<file path="config.mk">
export PLATFORM = sky130hd
export DESIGN_NAME = ram_port_arbiter
export DESIGN_NICKNAME = d
export VERILOG_FILES = /design/src/rtl/ram_port_arbiter.sv
export SDC_FILE = /design/constraint.sdc
export NUM_CORES = 1
export LEC_CHECK = 0
export ABC_AREA = 1
export BUFFER_PORTS_ARGS = -buffer_cell sky130_fd_sc_hd__buf_2
export CORE_AREA = 2 2 66 62
export DETAILED_ROUTE_END_ITERATION = 8
export DIE_AREA = 0 0 68 64
export PLACE_DENSITY = 0.84
export SLEW_MARGIN = 15
export SYNTH_ARGS = -nofsm -noshare
export SYNTH_HDL_FRONTEND = slang
export SYNTH_SLANG_ARGS = --single-unit
</file>
<file path="constraint.sdc">
create_clock -name clk -period 3.22 [get_ports clk]
set_input_delay 0.644 -clock clk [delete_from_list [all_inputs] [get_ports clk]]
set_output_delay 0.644 -clock clk [all_outputs]
set_load 0.005 [all_outputs]
</file>
<file path="src/rtl/ram_port_arbiter.sv">
// ram_port_arbiter: shares one single-port RAM between port A (CPU core,
// primary) and port B (host loader / debug). A has fixed priority. A
// starvation counter forces one B access after MAX_HOLD consecutive A
// grants while B waits. Each read is tagged with its requester, and the
// matching rvalid is raised on the following cycle, when the RAM data
// arrives.
//
// Handshake (req/gnt): a requester raises req together with we/addr/wdata
// and holds them stable until it sees gnt. gnt is combinational and marks
// the cycle the access is performed. There is no queue, so req may drop
// without a grant and nothing is remembered. A read that was granted in
// cycle N returns ram_rdata together with rvalid=1 in cycle N+1.
module ram_port_arbiter #(
    parameter int ADDR_W   = 13,
    parameter int DATA_W   = 16,
    parameter int MAX_HOLD = 8
) (
    input  logic              clk,
    input  logic              rst,
    input  logic              a_req,
    input  logic              a_we,
    input  logic [ADDR_W-1:0] a_addr,
    input  logic [DATA_W-1:0] a_wdata,
    output logic              a_gnt,
    output logic              a_rvalid,
    output logic [DATA_W-1:0] a_rdata,
    input  logic              b_req,
    input  logic              b_we,
    input  logic [ADDR_W-1:0] b_addr,
    input  logic [DATA_W-1:0] b_wdata,
    output logic              b_gnt,
    output logic              b_rvalid,
    output logic [DATA_W-1:0] b_rdata,
    output logic              ram_we,
    output logic [ADDR_W-1:0] ram_addr,
    output logic [DATA_W-1:0] ram_wdata,
    input  logic [DATA_W-1:0] ram_rdata,
    output logic [7:0]        hold_cnt
);

    localparam logic [7:0] HOLD_MAX = 8'(MAX_HOLD);

    logic [7:0] hold_q;
    logic       gnt_a;
    logic       gnt_b;
    logic       rvalid_a_q;
    logic       rvalid_b_q;

    // Grant decision: B wins only when A is idle or A has used up its hold budget.
    // Both grants are held low while rst is asserted.
    always_comb begin
        gnt_b = 1'b0;
        gnt_a = 1'b0;
        if (!rst) begin
            gnt_b = b_req & (~a_req | (hold_q == HOLD_MAX));
            gnt_a = a_req & ~gnt_b;
        end
    end

    // RAM mux: the granted port drives the RAM; with no grant everything is zero.
    always_comb begin
        ram_we    = 1'b0;
        ram_addr  = '0;
        ram_wdata = '0;
        if (gnt_a) begin
            ram_we    = a_we;
            ram_addr  = a_addr;
            ram_wdata = a_wdata;
        end else if (gnt_b) begin
            ram_we    = b_we;
            ram_addr  = b_addr;
            ram_wdata = b_wdata;
        end
    end

    // Starvation counter: counts A grants taken while B waits, cleared once B is served or gives up.
    always_ff @(posedge clk) begin
        if (rst) begin
            hold_q <= 8'd0;
        end else if (gnt_a && b_req) begin
            if (hold_q != HOLD_MAX) begin
                hold_q <= hold_q + 8'd1;
            end
        end else if (gnt_b || !b_req) begin
            hold_q <= 8'd0;
        end
    end

    // Read tags: a granted read raises its requester's rvalid for exactly the next cycle.
    always_ff @(posedge clk) begin
        if (rst) begin
            rvalid_a_q <= 1'b0;
            rvalid_b_q <= 1'b0;
        end else begin
            rvalid_a_q <= gnt_a & ~a_we;
            rvalid_b_q <= gnt_b & ~b_we;
        end
    end

    assign a_gnt    = gnt_a;
    assign b_gnt    = gnt_b;
    assign a_rvalid = rvalid_a_q;
    assign b_rvalid = rvalid_b_q;
    assign a_rdata  = ram_rdata;
    assign b_rdata  = ram_rdata;
    assign hold_cnt = hold_q;

endmodule

</file>
==> results of run 1 <==
==> report_power, final <==
part	switching (mW)	internal [mW]	total, mW
Combinational	0.0665	0.0609	0.127
Sequential	0.000990	0.125	0.126
Clock	0.0511	0.108	0.159
Total	0.119	0.294	0.413
==> area by class of cell <==
| class | count | area (um2) |
|---|---|---|
| fill | 370 | 2010 |
| inverter | 12 | 45.0 |
| sequential | 10 | 200 |
| clock buffer | 4 | 55.1 |
| multi-input combinational | 134 | 693 |
| tap | 46 | 57.6 |
| timing repair buffer | 110 | 563 |
==> cell usage in the layout, fill, tap and decap left out <==
cell      count
clkbuf_8      4
buf_4         5
nor3_2        1
nand2_1      42
nand2_4       1
ha_1          2
buf_2       105
xor2_1        2
o21ai_4       1
dfxtp_1      10
o21ai_0       1
nand4_1      31
inv_1        12
nand3_1      34
nor2_2        1
nand3_2       1
xnor2_1       1
nor2_1       15
nor3_1        1
==> kinds of logic after synthesis <==
kind of cell / count (synthesis) / synth area share
buf+inv: 59 / 0.296
fa+ha+maj: 2 / 0.0198
xor+xnor: 3 / 0.0208
simple gates: 127 / 0.488
flops: 10 / 0.158
compound gates: 2 / 0.0168
==> worst max path at each step <==
| stage | slack, ns | cells past startpoint | end |
|---|---|---|---|
| floorplan | 1.29 | 5 | ram_addr[0] |
| global placement | 0.80 | 8 | ram_wdata[10] |
| detailed placement | 0.79 | 8 | ram_wdata[10] |
| CTS | 0.52 | 8 | ram_wdata[10] |
| global route | 0.29 | 8 | ram_addr[11] |
| finish | 0.56 | 8 | ram_wdata[10] |
==> through the flow <==
stage / utilization / instance area (um2) / hold WS (ns) / setup slack [ns] / cells
floorplan: - / 1270 / 0.455 / 1.29 / 203
global placement: 0.430 / 1560 / 0.458 / 0.801 / 312
detailed placement: 0.430 / 1560 / 0.465 / 0.786 / 312
CTS: 0.445 / 1610 / 0.477 / 0.520 / 316
global route: 0.445 / 1610 / 0.510 / 0.288 / 316
finish: 0.445 / 1610 / 0.473 / 0.557 / 316
==> worst max-delay path: cells and delay by family (launching register included) <==
family	cells	cell delay, ns
compound gates	1	0.43
buf+inv	2	0.18
fa+ha+maj	1	0.15
simple gates	4	0.64
flops	1	0.34
==> registers in the layout (all words and copies together) (netlist names) <==
name	flops
hold_cnt	8
b_rvalid	1
a_rvalid	1
==> layer usage <==
metal,track usage,share of wire,routed length [um]
met5,0,0,0
met4,0.0375,0.0093,34
met3,0.0458,0.10,384
met2,0.275,0.47,1740
met1,0.197,0.41,1520
==> qor.yml, run 1 <==
synth_top_cell_area_share: 0.208
yosys_register_bits: 10
maxSlewViolCount: 0
result_of_the_run: "finished, final reports clean"
cts-resized-gates: 0
synthMostInstantiatedCell: "nand2_1"
timing.critical_path.to_type: "output pin"
timing.reg2reg.worst_path_depth: 7
hold_class: "flip-flop to flip-flop"
hold_violations: 0
critical_path_class: "flip-flop to output pin"
insertion_delay_ns: 0.24
htreeDepth: 1
synth_area_per_cell_um2: 6.24
placement.io_buffers: 105
post_synth_inst_count: 203
synthTopCellsByCount: "nand2_1, buf_4, nand3_1, nand4_1, nor2_1"
p_total_uw: 413
first_global_vias: 1214
post-synth-top-area-cell: "buf_4"
cts_tree: "done"
cts-buffers-inserted: 3
die_h_um: 64
synth_sequential_area_ratio: 0.158
share_of_layout_cells_above_drive_strength_1: 0.441
coreArea_mm2: 0.00363
post_cts_hold_buffer_count: 0
design.die.area_mm2: 0.00435
tritoncts_num_sinks: 10
dr_total_vias: 1547
power.leakage_nw: 0.963
cts_root_buf: "clkbuf_8"
synth.cell_area_mm2: 0.00127
antenna-diode-count: 0
critPathMaxFanout: 33
tightest_slew_ns: 0.553
crit-reg2reg-capture: "a_rvalid"
antenna_left: 0
power-per-cell-area_mw_per_mm2: 256
ys_dominant_reg_cell: "dfxtp_1"
grt.total_usage: 0.161
startpoint_type: "flip-flop"
final_nets: 353
max_ir_drop_vdd_v: 0.000255
via_per_inst: 4.90
setup_viol: 0
grt_start_max_net_pins: 34
starting_density_of_the_core: 0.349
site_row_count: 21
whs_endpoint: "hold_cnt[0]"
drtIter0Drc: 38
timing.hold.worst.start: "hold_cnt[0]"
area_growth_pct: 27.5
yosysWarningCount: 0
cts_buffer_depth: 2
crit_path_max_incr_delay_ns: 0.43
wirelength_um: 3670
timing.hold.worst_path_depth: 1
relSlewSlack: 0.631
finClkSkew_ns: 0.00138
antenna_found_initial: 0
top_level_ports: 154
synth.top_cells.by_area: "buf_4, dfxtp_1, nand4_1, nand3_1, nand2_1"
rr_startpoint: "hold_cnt[0]"
mappedNetlistNets: 285
fp.dieW_um: 68
crit_path_start: "hold_cnt[0]"
r2r_slack_ns: 1.48
number_of_enable_type_register_cells_in_the_synthesized_netlist: 0
drt_pre_antenna_iters: 4
post_drt_wl_per_cell_um: 11.6
cts_setup_buffers: 0
grt.overflow.total: 0
globalplace.congestion: 0.804
wire_length_of_the_first_global_routing_pass_um: 5490
synthDistinctLibCells: 19
clk_pin_slew_worst_paths_ns: 0.05
grt_setup_unrepaired: "no"
share_of_async_settable_or_async_resettable_flops_after_synthesis: 0
final.period_utilization: 0.827
timing.max_cap.violations: 0
drt_drc_violations_left: 0
layout_min_cycle_time_ns: 2.66
crit_arrival_ns: 2.02
max_clock_freq_mhz: 375
crit_required_ns: 2.58
cpMaxStageDelayCell: "o21ai_4"
critical_path.cell_chain: "inv_1 > ha_1 > nand3_2 > o21ai_4 > nand2_4 > nand3_1 > nand2_1 > buf_2"
dp.final_hpwl_um: 2840
setup_total_negative_slack_ns: 0
No activity file was read; power rests on OpenSTA's default activity.
==> inputs of run 2 (changes only) <==
--- a/config.mk
+++ b/config.mk
@@ -7,10 +7,10 @@
 export LEC_CHECK = 0
 export ABC_AREA = 1
 export BUFFER_PORTS_ARGS = -buffer_cell sky130_fd_sc_hd__buf_2
-export CORE_AREA = 2 2 66 62
+export CORE_AREA = 2 2 69 64
 export DETAILED_ROUTE_END_ITERATION = 8
-export DIE_AREA = 0 0 68 64
-export PLACE_DENSITY = 0.84
+export DIE_AREA = 0 0 71 66
+export PLACE_DENSITY = 0.78
 export SLEW_MARGIN = 15
 export SYNTH_ARGS = -nofsm -noshare
 export SYNTH_HDL_FRONTEND = slang
==> constraint.sdc (replaced) <==
create_clock -name clk -period 2.78 [get_ports clk]
set_input_delay 0.556 -clock clk [delete_from_list [all_inputs] [get_ports clk]]
set_output_delay 0.556 -clock clk [all_outputs]
set_load 0.005 [all_outputs]
==> run 2 against run 1 <==
Flip-flop and latch count stayed put. Core utilization is 3.8 points lower. Die area is 7.7% higher. Power is 17% higher. Clock skew is 0.00099 ns higher. Cell count is 0.95% higher. Clock power is 14% higher. Design area is 0.62% higher. Critical path depth stayed put. Largest power group unchanged. Sequential share of layout area is 0.076 points lower. Critical path type unchanged.
==> qor.yml, run 2 (synthesis gave the netlist of run 1 again) <==
final_nets: 354  # +0.28%
dr_total_vias: 1635  # +5.7%
power.leakage_nw: 0.968  # +0.50%
crit_required_ns: 2.22  # -0.36 ns
setup_viol: 0  # unchanged
share_of_layout_cells_above_drive_strength_1: 0.443  # +0.00206
power-per-cell-area_mw_per_mm2: 296  # +16%
use_met2: 0.287  # +0.0119
layout.cells.most_common_list: "buf_2, nand2_1, nand3_1"
cts_setup_buffers: 0  # unchanged
layout_min_cycle_time_ns: 2.47
crit_arrival_ns: 1.92  # -0.10 ns
number_of_flip_flops_under_the_largest_register_name: 8  # unchanged
setup_total_negative_slack_ns: 0  # unchanged
cts-resized-gates: 0  # unchanged
post_drt_wl_per_cell_um: 12.5  # +7.2%
drt_pre_antenna_iters: 4  # unchanged
hold_class: "flip-flop to flip-flop"
cts_tree: "done"
tritoncts_num_sinks: 10  # unchanged
cts-buffers-inserted: 3  # unchanged
insertion_delay_ns: 0.24  # about the same
finClkSkew_ns: 0.00237  # +0.000992 ns
drt_drc_violations_left: 0  # unchanged
clk_pin_slew_worst_paths_ns: 0.05  # about the same
wire_length_of_the_first_global_routing_pass_um: 6210  # +13%
relSlewSlack: 0.660  # +0.0285
dp.final_hpwl_um: 3040  # +7.0%
layout_commonest_cell: "buf_2"
antenna_left: 0  # unchanged
tightest_slew_ns: 0.510  # -0.0426 ns
grt.total_usage: 0.159  # -0.00193
global_route.peak_usage_layer: "met2"
starting_density_of_the_core: 0.317  # -0.0320
top_level_ports: 154  # unchanged
design_area_mm2: 0.00162  # +0.62%
r2r_slack_ns: 1.15  # -0.33 ns
maxSlewViolCount: 0  # unchanged
cts_buffer_depth: 2  # unchanged
final.period_utilization: 0.890
critPathMaxFanout: 23  # -30%
htreeDepth: 1  # unchanged
timing.critical_path.to_type: "output pin"
area.sequential_um2: 200  # unchanged
globalplace.congestion: 0.800  # -0.50%
final.fill_count: 439  # +19%
wirelength_um: 3980  # +8.2%
hold_violations: 0  # unchanged
groute.layer.met3.usage: 0.0412  # -0.00462
placement.io_buffers: 105  # unchanged
max_clock_freq_mhz: 404
site_row_count: 22  # +4.8%
post_cts_hold_buffer_count: 0  # unchanged
design.die.area_mm2: 0.00469  # +7.7%
post-place-ws_ns: 0.530  # -0.257 ns
drtIter0Drc: 71  # +87%
grt.met1_usage: 0.186  # -0.0101
postLayoutSetupSlackWorst_ns: 0.307  # -0.250 ns
grt_start_max_net_pins: 34  # unchanged
grt_setup_unrepaired: "no"
cts_root_buf: "clkbuf_8"
antenna_found_initial: 0  # unchanged
critical_path_class: "flip-flop to output pin"
startpoint_type: "flip-flop"
grt.overflow.total: 0  # unchanged
place_area_mm2: 0.00157  # +0.64%
max_ir_drop_vdd_v: 0.000367  # +44%
first_global_vias: 1395  # +15%
result_of_the_run: "finished, final reports clean"
multi_input_gate_area_um2: 693  # unchanged
die_h_um: 66  # +3.1%
timing.max_cap.violations: 0  # unchanged
coreArea_mm2: 0.00399  # +10%
via_per_inst: 5.13  # +4.7%
fp.dieW_um: 71  # +4.4%
antenna-diode-count: 0  # unchanged
area_growth_pct: 28.3
run 2: cell count changes in the layout (fill, tap and decap cells not counted):
| cell | change |
|---|---|
| buf_4 | +1 |
run 2: per-stage QoR:
stage	total power, mW	utilization	cells	hold WS (ns)
2_1_floorplan	0.256	-	203	0.455
3_3_place_gp	0.301	0.393	315	0.463
3_5_place_dp	0.302	0.393	315	0.475
4_1_cts	0.485	0.407	319	0.487
5_1_grt	0.513	0.407	319	0.499
6_report	0.481	0.407	319	0.485
run 2: critical path: stages (launching register included):
cell,delay (ns)
dfxtp_1,0.34
inv_1,0.07
ha_1,0.17
nand3_2,0.10
o21ai_4,0.34
buf_4,0.33
nand4_1,0.13
nand2_1,0.10
buf_2,0.11
run 2: final cells by class:
class / count / area share
well taps: 48 / 0.0370
multi-input cells: 134 / 0.427
flip-flops and latches: 10 / 0.123
inverters: 12 / 0.0277
repair buffers: 111 / 0.351
clock buffers: 4 / 0.0339
run 2: layer usage:
metal / part of all wire / up-vias
li1: - / 791
met1: 0.42 / 736
met2: 0.48 / 94
met3: 0.093 / 14
met4: 0.014 / 0
met5: 0 / -
run 2: power by group:
group	leakage [nW]	internal (mW)	switching, mW
registers	0.0809	0.145	0.00114
logic	0.859	0.0716	0.0804
clock network	0.0288	0.125	0.0578
total	0.968	0.341	0.139
run 2: final timing paths:
check                                 start            to  cells past startpoint
worst max-delay path            hold_cnt[0]  ram_wdata[1]                      8
worst min-delay path            hold_cnt[0]   hold_cnt[0]                      1
worst max register to register  hold_cnt[0]      a_rvalid                      7
worst min register to register  hold_cnt[0]   hold_cnt[0]                      1
